### src/rtl/mem_port_arbiter_if.sv
// Bus bundle for mem_port_arbiter: core instruction/data ports and the cache-side port.
// The slave modport is the arbiter's view; master is the core/cache environment's view.
interface mem_port_arbiter_if;
  logic        instr_req_i;
  logic [31:0] instr_addr_i;
  logic        instr_gnt_o;
  logic        instr_rvalid_o;
  logic [31:0] instr_rdata_o;
  logic        instr_err_o;

  logic        data_req_i;
  logic [31:0] data_addr_i;
  logic [31:0] data_wdata_i;
  logic        data_we_i;
  logic [3:0]  data_be_i;
  logic        data_gnt_o;
  logic        data_rvalid_o;
  logic [31:0] data_rdata_o;
  logic        data_err_o;

  logic        cache_req_o;
  logic [31:0] cache_addr_o;
  logic [31:0] cache_wdata_o;
  logic        cache_we_o;
  logic [3:0]  cache_be_o;
  logic        cache_gnt_i;
  logic        cache_rvalid_i;
  logic [31:0] cache_rdata_i;

  logic        busy_o;

  modport slave (
    input  instr_req_i, instr_addr_i,
    output instr_gnt_o, instr_rvalid_o, instr_rdata_o, instr_err_o,
    input  data_req_i, data_addr_i, data_wdata_i, data_we_i, data_be_i,
    output data_gnt_o, data_rvalid_o, data_rdata_o, data_err_o,
    output cache_req_o, cache_addr_o, cache_wdata_o, cache_we_o, cache_be_o,
    input  cache_gnt_i, cache_rvalid_i, cache_rdata_i,
    output busy_o
  );

  modport master (
    output instr_req_i, instr_addr_i,
    input  instr_gnt_o, instr_rvalid_o, instr_rdata_o, instr_err_o,
    output data_req_i, data_addr_i, data_wdata_i, data_we_i, data_be_i,
    input  data_gnt_o, data_rvalid_o, data_rdata_o, data_err_o,
    input  cache_req_o, cache_addr_o, cache_wdata_o, cache_we_o, cache_be_o,
    output cache_gnt_i, cache_rvalid_i, cache_rdata_i,
    input  busy_o
  );
endinterface

### src/rtl/mem_port_arbiter.sv
// Shares the single cache port between the core's instruction and data ports, one
// transaction at a time, with a watchdog that completes a hung request with an error.
module mem_port_arbiter #(
  parameter int unsigned TIMEOUT_CYCLES = 64,
  parameter bit          ROUND_ROBIN    = 1'b1
) (
  input  logic              clk,
  input  logic              reset,
  mem_port_arbiter_if.slave bus
);

  localparam int unsigned     WD_W    = $clog2(TIMEOUT_CYCLES + 1);
  localparam logic [WD_W-1:0] WD_LAST = WD_W'(TIMEOUT_CYCLES - 1);

  typedef enum logic [1:0] {
    ST_IDLE  = 2'd0,
    ST_ISSUE = 2'd1,
    ST_WAIT  = 2'd2,
    ST_FLUSH = 2'd3
  } state_e;

  typedef enum logic {
    PORT_INSTR = 1'b0,
    PORT_DATA  = 1'b1
  } port_e;

  state_e          state_q, state_d;
  port_e           owner_q, owner_d;
  port_e           last_grant_q, last_grant_d;
  logic [31:0]     addr_q, addr_d;
  logic [31:0]     wdata_q, wdata_d;
  logic            we_q, we_d;
  logic [3:0]      be_q, be_d;
  logic [WD_W-1:0] wd_cnt_q, wd_cnt_d;

  port_e winner;
  logic  instr_gnt, data_gnt;
  logic  resp_valid, resp_err;

  always_ff @(posedge clk or posedge reset) begin
    if (reset) begin
      state_q      <= ST_IDLE;
      owner_q      <= PORT_DATA;
      last_grant_q <= PORT_INSTR;
      addr_q       <= '0;
      wdata_q      <= '0;
      we_q         <= 1'b0;
      be_q         <= '0;
      wd_cnt_q     <= '0;
    end else begin
      state_q      <= state_d;
      owner_q      <= owner_d;
      last_grant_q <= last_grant_d;
      addr_q       <= addr_d;
      wdata_q      <= wdata_d;
      we_q         <= we_d;
      be_q         <= be_d;
      wd_cnt_q     <= wd_cnt_d;
    end
  end

  always_comb begin
    state_d      = state_q;
    owner_d      = owner_q;
    last_grant_d = last_grant_q;
    addr_d       = addr_q;
    wdata_d      = wdata_q;
    we_d         = we_q;
    be_d         = be_q;
    wd_cnt_d     = wd_cnt_q;
    winner       = PORT_DATA;
    instr_gnt    = 1'b0;
    data_gnt     = 1'b0;
    resp_valid   = 1'b0;
    resp_err     = 1'b0;

    case (state_q)
      ST_IDLE: begin
        if (bus.instr_req_i && bus.data_req_i) begin
          winner = (ROUND_ROBIN && (last_grant_q == PORT_DATA)) ? PORT_INSTR : PORT_DATA;
        end else if (bus.instr_req_i) begin
          winner = PORT_INSTR;
        end
        // Grants are combinational, so mask them while reset holds the state register.
        if (!reset && (bus.instr_req_i || bus.data_req_i)) begin
          instr_gnt    = (winner == PORT_INSTR);
          data_gnt     = (winner == PORT_DATA);
          owner_d      = winner;
          last_grant_d = winner;
          state_d      = ST_ISSUE;
          if (winner == PORT_DATA) begin
            addr_d  = bus.data_addr_i;
            wdata_d = bus.data_wdata_i;
            we_d    = bus.data_we_i;
            be_d    = bus.data_be_i;
          end else begin
            addr_d  = bus.instr_addr_i;
            wdata_d = '0;
            we_d    = 1'b0;
            be_d    = '1;
          end
        end
      end

      ST_ISSUE: begin
        if (bus.cache_gnt_i) begin
          state_d  = ST_WAIT;
          wd_cnt_d = '0;
        end
      end

      ST_WAIT: begin
        wd_cnt_d = wd_cnt_q + WD_W'(1);
        if (bus.cache_rvalid_i) begin
          resp_valid = 1'b1;
          state_d    = ST_IDLE;
          wd_cnt_d   = '0;
        end else if (wd_cnt_q == WD_LAST) begin
          resp_valid = 1'b1;
          resp_err   = 1'b1;
          state_d    = ST_FLUSH;
          wd_cnt_d   = '0;
        end
      end

      ST_FLUSH: begin
        // A late response belongs to the abandoned request and is swallowed here.
        wd_cnt_d = wd_cnt_q + WD_W'(1);
        if (bus.cache_rvalid_i || (wd_cnt_q == WD_LAST)) begin
          state_d  = ST_IDLE;
          wd_cnt_d = '0;
        end
      end

      default: begin
        state_d = ST_IDLE;
      end
    endcase
  end

  assign bus.instr_gnt_o    = instr_gnt;
  assign bus.data_gnt_o     = data_gnt;

  assign bus.instr_rvalid_o = resp_valid && (owner_q == PORT_INSTR);
  assign bus.instr_err_o    = resp_err && (owner_q == PORT_INSTR);
  assign bus.instr_rdata_o  = (resp_valid && !resp_err && (owner_q == PORT_INSTR))
                              ? bus.cache_rdata_i : '0;

  assign bus.data_rvalid_o  = resp_valid && (owner_q == PORT_DATA);
  assign bus.data_err_o     = resp_err && (owner_q == PORT_DATA);
  assign bus.data_rdata_o   = (resp_valid && !resp_err && (owner_q == PORT_DATA))
                              ? bus.cache_rdata_i : '0;

  assign bus.cache_req_o    = (state_q == ST_ISSUE);
  assign bus.cache_addr_o   = addr_q;
  assign bus.cache_wdata_o  = wdata_q;
  assign bus.cache_we_o     = we_q;
  assign bus.cache_be_o     = be_q;

  assign bus.busy_o         = (state_q != ST_IDLE);

endmodule
### src/flat_wrapper.sv
// flat-port wrapper written by rule: the top's interface ports become plain ports
module mem_port_arbiter_flat 
#(
  parameter int unsigned TIMEOUT_CYCLES = 64,
  parameter bit          ROUND_ROBIN    = 1'b1
)
  (clk, reset, bus_instr_req_i, bus_instr_addr_i, bus_instr_gnt_o, bus_instr_rvalid_o, bus_instr_rdata_o, bus_instr_err_o, bus_data_req_i, bus_data_addr_i, bus_data_wdata_i, bus_data_we_i, bus_data_be_i, bus_data_gnt_o, bus_data_rvalid_o, bus_data_rdata_o, bus_data_err_o, bus_cache_req_o, bus_cache_addr_o, bus_cache_wdata_o, bus_cache_we_o, bus_cache_be_o, bus_cache_gnt_i, bus_cache_rvalid_i, bus_cache_rdata_i, bus_busy_o);
  mem_port_arbiter_if bus_i ();
  input  logic clk;
  input  logic reset;
  input wire logic [$bits(bus_i.instr_req_i)-1:0] bus_instr_req_i;
  input wire logic [$bits(bus_i.instr_addr_i)-1:0] bus_instr_addr_i;
  output wire logic [$bits(bus_i.instr_gnt_o)-1:0] bus_instr_gnt_o;
  output wire logic [$bits(bus_i.instr_rvalid_o)-1:0] bus_instr_rvalid_o;
  output wire logic [$bits(bus_i.instr_rdata_o)-1:0] bus_instr_rdata_o;
  output wire logic [$bits(bus_i.instr_err_o)-1:0] bus_instr_err_o;
  input wire logic [$bits(bus_i.data_req_i)-1:0] bus_data_req_i;
  input wire logic [$bits(bus_i.data_addr_i)-1:0] bus_data_addr_i;
  input wire logic [$bits(bus_i.data_wdata_i)-1:0] bus_data_wdata_i;
  input wire logic [$bits(bus_i.data_we_i)-1:0] bus_data_we_i;
  input wire logic [$bits(bus_i.data_be_i)-1:0] bus_data_be_i;
  output wire logic [$bits(bus_i.data_gnt_o)-1:0] bus_data_gnt_o;
  output wire logic [$bits(bus_i.data_rvalid_o)-1:0] bus_data_rvalid_o;
  output wire logic [$bits(bus_i.data_rdata_o)-1:0] bus_data_rdata_o;
  output wire logic [$bits(bus_i.data_err_o)-1:0] bus_data_err_o;
  output wire logic [$bits(bus_i.cache_req_o)-1:0] bus_cache_req_o;
  output wire logic [$bits(bus_i.cache_addr_o)-1:0] bus_cache_addr_o;
  output wire logic [$bits(bus_i.cache_wdata_o)-1:0] bus_cache_wdata_o;
  output wire logic [$bits(bus_i.cache_we_o)-1:0] bus_cache_we_o;
  output wire logic [$bits(bus_i.cache_be_o)-1:0] bus_cache_be_o;
  input wire logic [$bits(bus_i.cache_gnt_i)-1:0] bus_cache_gnt_i;
  input wire logic [$bits(bus_i.cache_rvalid_i)-1:0] bus_cache_rvalid_i;
  input wire logic [$bits(bus_i.cache_rdata_i)-1:0] bus_cache_rdata_i;
  output wire logic [$bits(bus_i.busy_o)-1:0] bus_busy_o;
  assign bus_i.instr_req_i = bus_instr_req_i;
  assign bus_i.instr_addr_i = bus_instr_addr_i;
  assign bus_instr_gnt_o = bus_i.instr_gnt_o;
  assign bus_instr_rvalid_o = bus_i.instr_rvalid_o;
  assign bus_instr_rdata_o = bus_i.instr_rdata_o;
  assign bus_instr_err_o = bus_i.instr_err_o;
  assign bus_i.data_req_i = bus_data_req_i;
  assign bus_i.data_addr_i = bus_data_addr_i;
  assign bus_i.data_wdata_i = bus_data_wdata_i;
  assign bus_i.data_we_i = bus_data_we_i;
  assign bus_i.data_be_i = bus_data_be_i;
  assign bus_data_gnt_o = bus_i.data_gnt_o;
  assign bus_data_rvalid_o = bus_i.data_rvalid_o;
  assign bus_data_rdata_o = bus_i.data_rdata_o;
  assign bus_data_err_o = bus_i.data_err_o;
  assign bus_cache_req_o = bus_i.cache_req_o;
  assign bus_cache_addr_o = bus_i.cache_addr_o;
  assign bus_cache_wdata_o = bus_i.cache_wdata_o;
  assign bus_cache_we_o = bus_i.cache_we_o;
  assign bus_cache_be_o = bus_i.cache_be_o;
  assign bus_i.cache_gnt_i = bus_cache_gnt_i;
  assign bus_i.cache_rvalid_i = bus_cache_rvalid_i;
  assign bus_i.cache_rdata_i = bus_cache_rdata_i;
  assign bus_busy_o = bus_i.busy_o;
  mem_port_arbiter #(.TIMEOUT_CYCLES(TIMEOUT_CYCLES), .ROUND_ROBIN(ROUND_ROBIN)) u_core (.clk(clk), .reset(reset), .bus(bus_i));
endmodule
### config.mk
export PLATFORM = sky130hd
export DESIGN_NAME = mem_port_arbiter_flat
export DESIGN_NICKNAME = d
export VERILOG_FILES = /design/src/rtl/mem_port_arbiter_if.sv /design/src/rtl/mem_port_arbiter.sv /design/src/flat_wrapper.sv
export SDC_FILE = /design/constraint.sdc
export NUM_CORES = 1
export LEC_CHECK = 0
export ABC_CLOCK_PERIOD_IN_PS = 5100
export CORE_AREA = 2 2 109 111
export CTS_BUF_LIST = sky130_fd_sc_hd__clkbuf_16
export DETAILED_ROUTE_END_ITERATION = 8
export DIE_AREA = 0 0 111 113
export HOLD_SLACK_MARGIN = 0.08
export PLACE_DENSITY = 0.85
export SYNTH_ARGS = -nofsm -noshare
export SYNTH_HDL_FRONTEND = slang
export SYNTH_SLANG_ARGS = --single-unit
### constraint.sdc
create_clock -name clk -period 5.1 [get_ports clk]
set_clock_uncertainty 0.2 [all_clocks]
set_input_delay 0.765 -clock clk [delete_from_list [all_inputs] [get_ports clk]]
set_output_delay 0.765 -clock clk [all_outputs]
set_load 0.02 [all_outputs]
==> summary.txt, run 1 <==
Power
  • Comb power frac: 47.7%
  • Leakage: 2.99 nW
  • Max VDD drop: 0.294 mV
  • Cell Int Power: 0.00213 W
  • NetSw: 0.00123 W
  • Pwr/cell area: 489 nW/um2
  • Switching Share: 36.5%
  • Clock power share: 20.0%
  • Power share of the sequential group: 32.3%
  • Post-layout total power: 0.00336 W

Timing
  • Tmin final: 3.72 ns
  • Fmax: 269 MHz
  • Final Hold Viols: 0
  • Fin Setup TNS: 0 ns
  • Worst Max-Slew Pin Slew: 0.744 ns
  • RSZ-0062 raised after global routing: no
  • Rel. slew slack: 50.4%
  • Fin crit share: 72.9%
  • Final setup viols: 0
  • Min Hold Slack: 0.292 ns
  • Final Max Slew Viols: 0

Critical path
  • Crit path max fanout: 35
  • Worst setup EP type: output pin
  • Family with the most delay on the worst path: buffers and inverters
  • Crit path largest cell delay: 0.69 ns
  • Startpoint types: input port
  • WP data required: 4.14 ns
  • WS Path Type: input port to output pin
  • Worst reg2reg path endpoint: u_core.bus.cache_addr_o[29]
  • RR Startpoint: u_core.state_q[0]
  • CP Buf/Inv Count: 3
  • CP Cell Sequence: clkdlybuf4s50_1 -> nor3_4 -> and3_1 -> buf_4 -> clkdlybuf4s50_1
  • Critical Path Stages: 5
  • Slowest-stage cell, CP: clkdlybuf4s50_1
  • R2R cell count: 6
  • Reg2reg setup slack: 2.81 ns
  • Arr. time, crit path: 2.75 ns
  • Worst path most repeated cell: clkdlybuf4s50_1

Drt
  • 1st-iter DRT viols: 278
  • Residual DRC: 0
  • Drt wl/cell: 17.5 um
  • Via count: 3,768
  • Post-DRT Antenna Nets: 0
  • DR pass1 iterations: 8
  • DR vias/cell: 5.00
  • Wirelength, routed: 13,200 um

Synthesis
  • Register area share after synthesis: 54.4%
  • Ys Warns: 0
  • Syn Std Cell Area: 3680 um2
  • Syn Nets: 477
  • Number of synthesized register bits: 80
  • Synth cell types: 34
  • Mean Syn Cell Area: 10.9 um2
  • Mapped Cells: 337

Clock network
  • Post-CTS Setup Inserts: 0
  • CTS tree: done
  • Clock Tree Buf Depth: 2
  • PostCTS Resize Cnt: 0
  • Post-CTS Hold Fix Bufs: 0
  • Worst-Skew Late Latency: 0.32 ns
  • CTS Sinks: 80
  • Worst-path clk slew: 0.06 ns
  • CTS root buffer: clkbuf_16
  • H-tree lvl count: 3
  • CTS Buf Count: 9

Worst hold path
  • Hold Path Sink: u_core.bus.cache_be_o[3]
  • Hold_sp: u_core.bus.cache_be_o[3]
  • Worst min-delay path class: flop to flop
  • Worst hold stages: 1

Placement
  • DP Wirelength: 10,300 um
  • GP Congestion: 0.872
  • # port buffers: 279
  • Placed cells: 739

Die
  • Starting Density: 32.7%
  • Die Ht: 113 um
  • I/O Pins: 280
  • Die ar.: 12,500 um2
  • Core area: 11,300 um2
  • Chip Width: 111 um
  • # rows: 39

GRT
  • Grt total ovfl: 0
  • Largest net degree at the start of global routing: 66
  • Gr busiest metal: met2
  • GR Util met2: 36.6%
  • GRT Util Overall: 20.4%
  • Initial antenna violation count: 0
  • Met3 usage: 4.28%
  • Met1 usage: 23.6%
  • Vias in the first global route: 3,941
  • First-pass GRT wire length: 20,600 um

Cells and area
  • # diodes: 0
  • Area added between synthesis and finish: 86.5%
  • Layout Utilization: 61.0%
  • Fillers: 921
  • Most common cell after layout, fill and taps aside: clkdlybuf4s50_1
  • Layout cells sized above 1: 4.58%
  • # nets final: 747
  • Highest-count cells in the layout ignoring fill and taps: clkdlybuf4s50_1, dfrtp_1, and2_1
  • Post-Layout Cell Count: 754

Outcome
  • Status: complete, no violations

Job
  • Max_cap viols: 0
## metal layers
layer | up-vias | part of all wire [%]
li1 | 1734 | -
met1 | 1835 | 38
met2 | 172 | 53
met3 | 27 | 6.5
met4 | 0 | 2.8
met5 | - | 0
## worst reg2reg max path, cell delays in order (launching register included)
cell	delay (ns)
dfrtp_1	0.52
nor3_4	0.30
nand3_2	0.20
inv_2	0.09
buf_4	0.53
a222oi_1	0.28
inv_1	0.10
## state kept, by name, summed over array words and instances, names as in the netlist
register and count:
u_core.bus.cache_be_o 4, u_core.bus.cache_we_o 1, u_core.state_q 2, u_core.owner_q 1
u_core.last_grant_q 1, u_core.bus.cache_addr_o 32, u_core.bus.cache_wdata_o 32, u_core.wd_cnt_q 7
## cells by family (layout without fill, tap and decap cells)
kind of cell | after synthesis | after routing | synth area share (%)
AO/OA/AOI/OAI | 82 | 82 | 19.5
buffers and inverters | 63 | 337 | 7.78
flip-flops | 80 | 80 | 54.4
adder cells (fa/ha/maj) | 1 | 1 | 0.340
AND/OR/NAND/NOR | 106 | 106 | 16.8
XOR/XNOR | 5 | 5 | 1.19
## area by class of cell
| cell class | count | area (um2) | area share (%) |
|---|---|---|---|
| Sequential cell | 80 | 2000 | 29.1 |
| Multi-Input combinational cell | 194 | 1400 | 20.4 |
| Tap cell | 143 | 179 | 2.60 |
| Clock inverter | 6 | 85.1 | 1.24 |
| Inverter | 37 | 140 | 2.04 |
| Clock buffer | 9 | 225 | 3.28 |
| Timing Repair Buffer | 285 | 2840 | 41.3 |
## worst max path at each step
stage	slack, ns	endpoint	startpoint
2_1_floorplan	2.08	u_core.bus.cache_addr_o[0]	reset
3_3_place_gp	1.41	bus_instr_gnt_o	reset
3_5_place_dp	1.38	bus_instr_gnt_o	reset
4_1_cts	1.35	bus_instr_gnt_o	reset
5_1_grt	1.31	bus_instr_gnt_o	reset
6_report	1.38	bus_instr_gnt_o	reset
## power groups by stage
stage / combinational [W] / sequential (W) / clock (W)
2_1_floorplan: 0.000555 / 0.00133 / 0
3_3_place_gp: 0.00159 / 0.00108 / 0
3_5_place_dp: 0.00162 / 0.00108 / 0
4_1_cts: 0.00163 / 0.00109 / 0.000685
5_1_grt: 0.00171 / 0.00112 / 0.000707
6_report: 0.00160 / 0.00109 / 0.000673
## synth_stat cells, drive strengths merged
master,count,area (um2)
nand3,4,25.0
clkbuf,11,41.3
or4,1,7.51
inv,37,139
o22ai,1,6.26
dfstp,1,26.3
buf,15,106
ha,1,12.5
a22o,33,289
o21ai,8,43.8
dfrtp,79,1980
nor2b,2,12.5
xor2,3,26.3
a21oi,2,10.0
nor2,10,37.5
xnor2,2,17.5
a222oi,32,320
a21o,1,7.51
and3,2,12.5
o22a,4,35.0
nand2b,3,18.8
nor3,6,46.3
a31oi,1,6.26
nand2,11,41.3
and2,64,400
or2,3,18.8
## through the flow
step	worst slack, ns	instance area, um2
detailed placement	1.38	6560
global placement	1.41	6560
finish	1.38	6870
CTS	1.35	6870
global route	1.31	6870
floorplan	2.08	3680
Note: power is estimated with default switching activity, not from simulation.
==> run 2, diff against run 1 <==
--- a/config.mk
+++ b/config.mk
@@ -5,13 +5,13 @@
 export SDC_FILE = /design/constraint.sdc
 export NUM_CORES = 1
 export LEC_CHECK = 0
-export ABC_CLOCK_PERIOD_IN_PS = 5100
-export CORE_AREA = 2 2 109 111
+export ABC_CLOCK_PERIOD_IN_PS = 3710
+export CORE_MARGIN = 2
+export CORE_UTILIZATION = 34
 export CTS_BUF_LIST = sky130_fd_sc_hd__clkbuf_16
 export DETAILED_ROUTE_END_ITERATION = 8
-export DIE_AREA = 0 0 111 113
 export HOLD_SLACK_MARGIN = 0.08
-export PLACE_DENSITY = 0.85
+export PLACE_DENSITY = 0.88
 export SYNTH_ARGS = -nofsm -noshare
 export SYNTH_HDL_FRONTEND = slang
 export SYNTH_SLANG_ARGS = --single-unit
==> constraint.sdc (replaced) <==
create_clock -name clk -period 3.71 [get_ports clk]
set_clock_uncertainty 0.2 [all_clocks]
set_input_delay 0.5565 -clock clk [delete_from_list [all_inputs] [get_ports clk]]
set_output_delay 0.5565 -clock clk [all_outputs]
set_load 0.02 [all_outputs]
==> run 2 against run 1 <==
  * Sequential share of layout area down 0.090 points
  * Non-clock buffer count up 2
  * Final area up 0.31%
  * Utilization up 3.5 points
  * Largest power group unchanged
  * Via count up 1.8%
  * Power up 38%
  * Sequential cell count unchanged
  * Register-to-register slack worse by 1.5 ns
  * Clock-buffer cell count unchanged
  * Critical path type is now flop to output pin
  * Critical endpoint is now bus_instr_err_o
==> summary.txt, run 2 (same netlist as run 1, synthesis figures left out) <==
Cells and area
  • Highest-count cells in the layout ignoring fill and taps: clkdlybuf4s50_1, dfrtp_1, and2_1
  • Most common cell after layout, fill and taps aside: clkdlybuf4s50_1
  • # nets final: 749 (+0.27%)
  • Area added between synthesis and finish: 87.1%
  • Fillers: 855 (-7.2%)
  • Layout cells sized above 1: 5.21% (+0.63 points)
  • # diodes: 0 (unchanged)

Timing
  • Fmax: 293 MHz
  • Final Hold Viols: 0 (unchanged)
  • Final Max Slew Viols: 0 (unchanged)
  • Worst Max-Slew Pin Slew: 0.760 ns (+0.0157 ns)
  • Min Hold Slack: 0.290 ns (-0.00247 ns)
  • Rel. slew slack: 49.1% (-1.2 points)
  • Final setup viols: 0 (unchanged)
  • Tmin final: 3.42 ns
  • Fin crit share: 92.1%
  • RSZ-0062 raised after global routing: no
  • Fin Setup TNS: 0 ns (unchanged)

Critical path
  • WS Path Type: flop to output pin
  • Crit path largest cell delay: 0.64 ns (-0.05 ns)
  • Slowest-stage cell, CP: clkdlybuf4s50_1
  • Worst setup EP type: output pin
  • Reg2reg setup slack: 1.34 ns (-1.47 ns)
  • CP Cell Sequence: ha_1 -> nand3_1 -> or2_1 -> or4_1 -> nor2_1 -> clkdlybuf4s50_1
  • WP data required: 2.95 ns (-1.19 ns)
  • Arr. time, crit path: 2.66 ns (-0.09 ns)
  • Startpoint types: flop
  • Crit path max fanout: 5 (-86%)

Die
  • I/O Pins: 280 (unchanged)
  • Chip Width: 108 um (-2.6%)
  • Core area: 10,700 um2 (-5.1%)
  • Die ar.: 11,700 um2 (-6.8%)
  • Die Ht: 108 um (-4.3%)
  • # rows: 38 (-2.6%)
  • Starting Density: 34.4% (+1.8 points)

Drt
  • DR pass1 iterations: 9 (+1)
  • Residual DRC: 0 (unchanged)
  • Post-DRT Antenna Nets: 0 (unchanged)
  • DR vias/cell: 5.09 (+1.8%)
  • Wirelength, routed: 13,200 um (-0.35%)
  • Drt wl/cell: 17.5 um (-0.35%)
  • 1st-iter DRT viols: 356 (+28%)
  • Met3 wire len: 989 um (+15%)
  • Highest Signal Layer: met4
  • Met2 wire length: 6740 um (-4.2%)
  • Via count: 3,835 (+1.8%)
  • Wire length on met1: 5060 um (+2.0%)

Power
  • Pwr/cell area: 675 nW/um2 (+38%)
  • Leakage: 3.01 nW (+0.52%)
  • Max VDD drop: 0.438 mV (+49%)

Clock network
  • H-tree lvl count: 3 (unchanged)
  • Post-CTS Hold Fix Bufs: 0 (unchanged)
  • CTS root buffer: clkbuf_16
  • CTS Sinks: 80 (unchanged)
  • Clock Tree Buf Depth: 2 (unchanged)
  • PostCTS Resize Cnt: 0 (unchanged)
  • CTS Buf Count: 9 (unchanged)
  • Worst-Skew Late Latency: 0.32 ns (about the same)
  • Post-CTS Setup Inserts: 0 (unchanged)
  • Worst-path clk slew: 0.06 ns (about the same)
  • CTS tree: done

Placement
  • DP Wirelength: 10,100 um (-1.8%)
  • # port buffers: 279 (unchanged)
  • GP Congestion: 0.817 (-6.3%)

GRT
  • GRT Util Overall: 22.0% (+1.6 points)
  • Vias in the first global route: 3,959 (+0.46%)
  • First-pass GRT wire length: 20,200 um (-1.9%)
  • Grt total ovfl: 0 (unchanged)
  • Largest net degree at the start of global routing: 66 (unchanged)
  • Initial antenna violation count: 0 (unchanged)

Worst hold path
  • Worst min-delay path class: flop to flop

Job
  • Max_cap viols: 0 (unchanged)

Outcome
  • Status: complete, no violations
run 2: changes by cell type in the layout (fill, tap and decap cells not counted), sizes merged:
| cell | before | now |
|---|---|---|
| buf | 6 | 8 |
| clkinv | 3 | 4 |
run 2: path summary, 6_finish.rpt:
check | from | cells past startpoint | to
max in group asynchronous | reset | 3 | u_core.owner_q
worst max-delay path | u_core.wd_cnt_q[0] | 6 | bus_instr_err_o
worst min-delay path | u_core.bus.cache_be_o[0] | 1 | u_core.bus.cache_be_o[0]
min in group asynchronous | reset | 2 | u_core.bus.cache_addr_o[3]
worst max register to register | u_core.state_q[0] | 6 | u_core.bus.cache_addr_o[25]
worst min register to register | u_core.bus.cache_be_o[0] | 1 | u_core.bus.cache_be_o[0]
run 2: worst max-delay path, delay by kind of cell (launching register included):
family                   cells  cell delay, ns
AND/OR/NAND/NOR              4            1.07
buffers and inverters        1            0.64
flip-flops                   1            0.41
adder cells (fa/ha/maj)      1            0.21
run 2: per-stage QoR:
step | setup slack (ns) | util [%] | total power [W] | cell area (um2) | instances
2_1_floorplan | 0.903 | - | 0.00259 | 3680 | 337
3_3_place_gp | 0.606 | 61.5 | 0.00364 | 6570 | 738
3_5_place_dp | 0.590 | 61.5 | 0.00372 | 6570 | 738
4_1_cts | 0.300 | 64.4 | 0.00469 | 6890 | 754
5_1_grt | 0.146 | 64.4 | 0.00490 | 6890 | 754
6_report | 0.294 | 64.4 | 0.00466 | 6890 | 754
run 2: layer usage:
metal  vias to the layer above  track usage, %
met2                       201            37.5
met4                         0            10.2
li1                       1746               -
met5                         -               0
met3                        35            5.73
met1                      1853            26.0
run 2: area by class of cell:
cell class	instances	area [um2]	share of cell area (%)
repair buffers	287	2850	41.4
flip-flops and latches	80	2000	29.1
multi-input cells	194	1400	20.3
clock buffers	9	225	3.27
well taps	140	175	2.54
inverters	37	140	2.03
clock inverters	7	95.1	1.38
run 2: where the power goes:
part / total, W / switching (W) / internal (W)
clock network: 0.000943 / 0.000353 / 0.000590
logic: 0.00223 / 0.00111 / 0.00112
registers: 0.00148 / 0.000251 / 0.00123
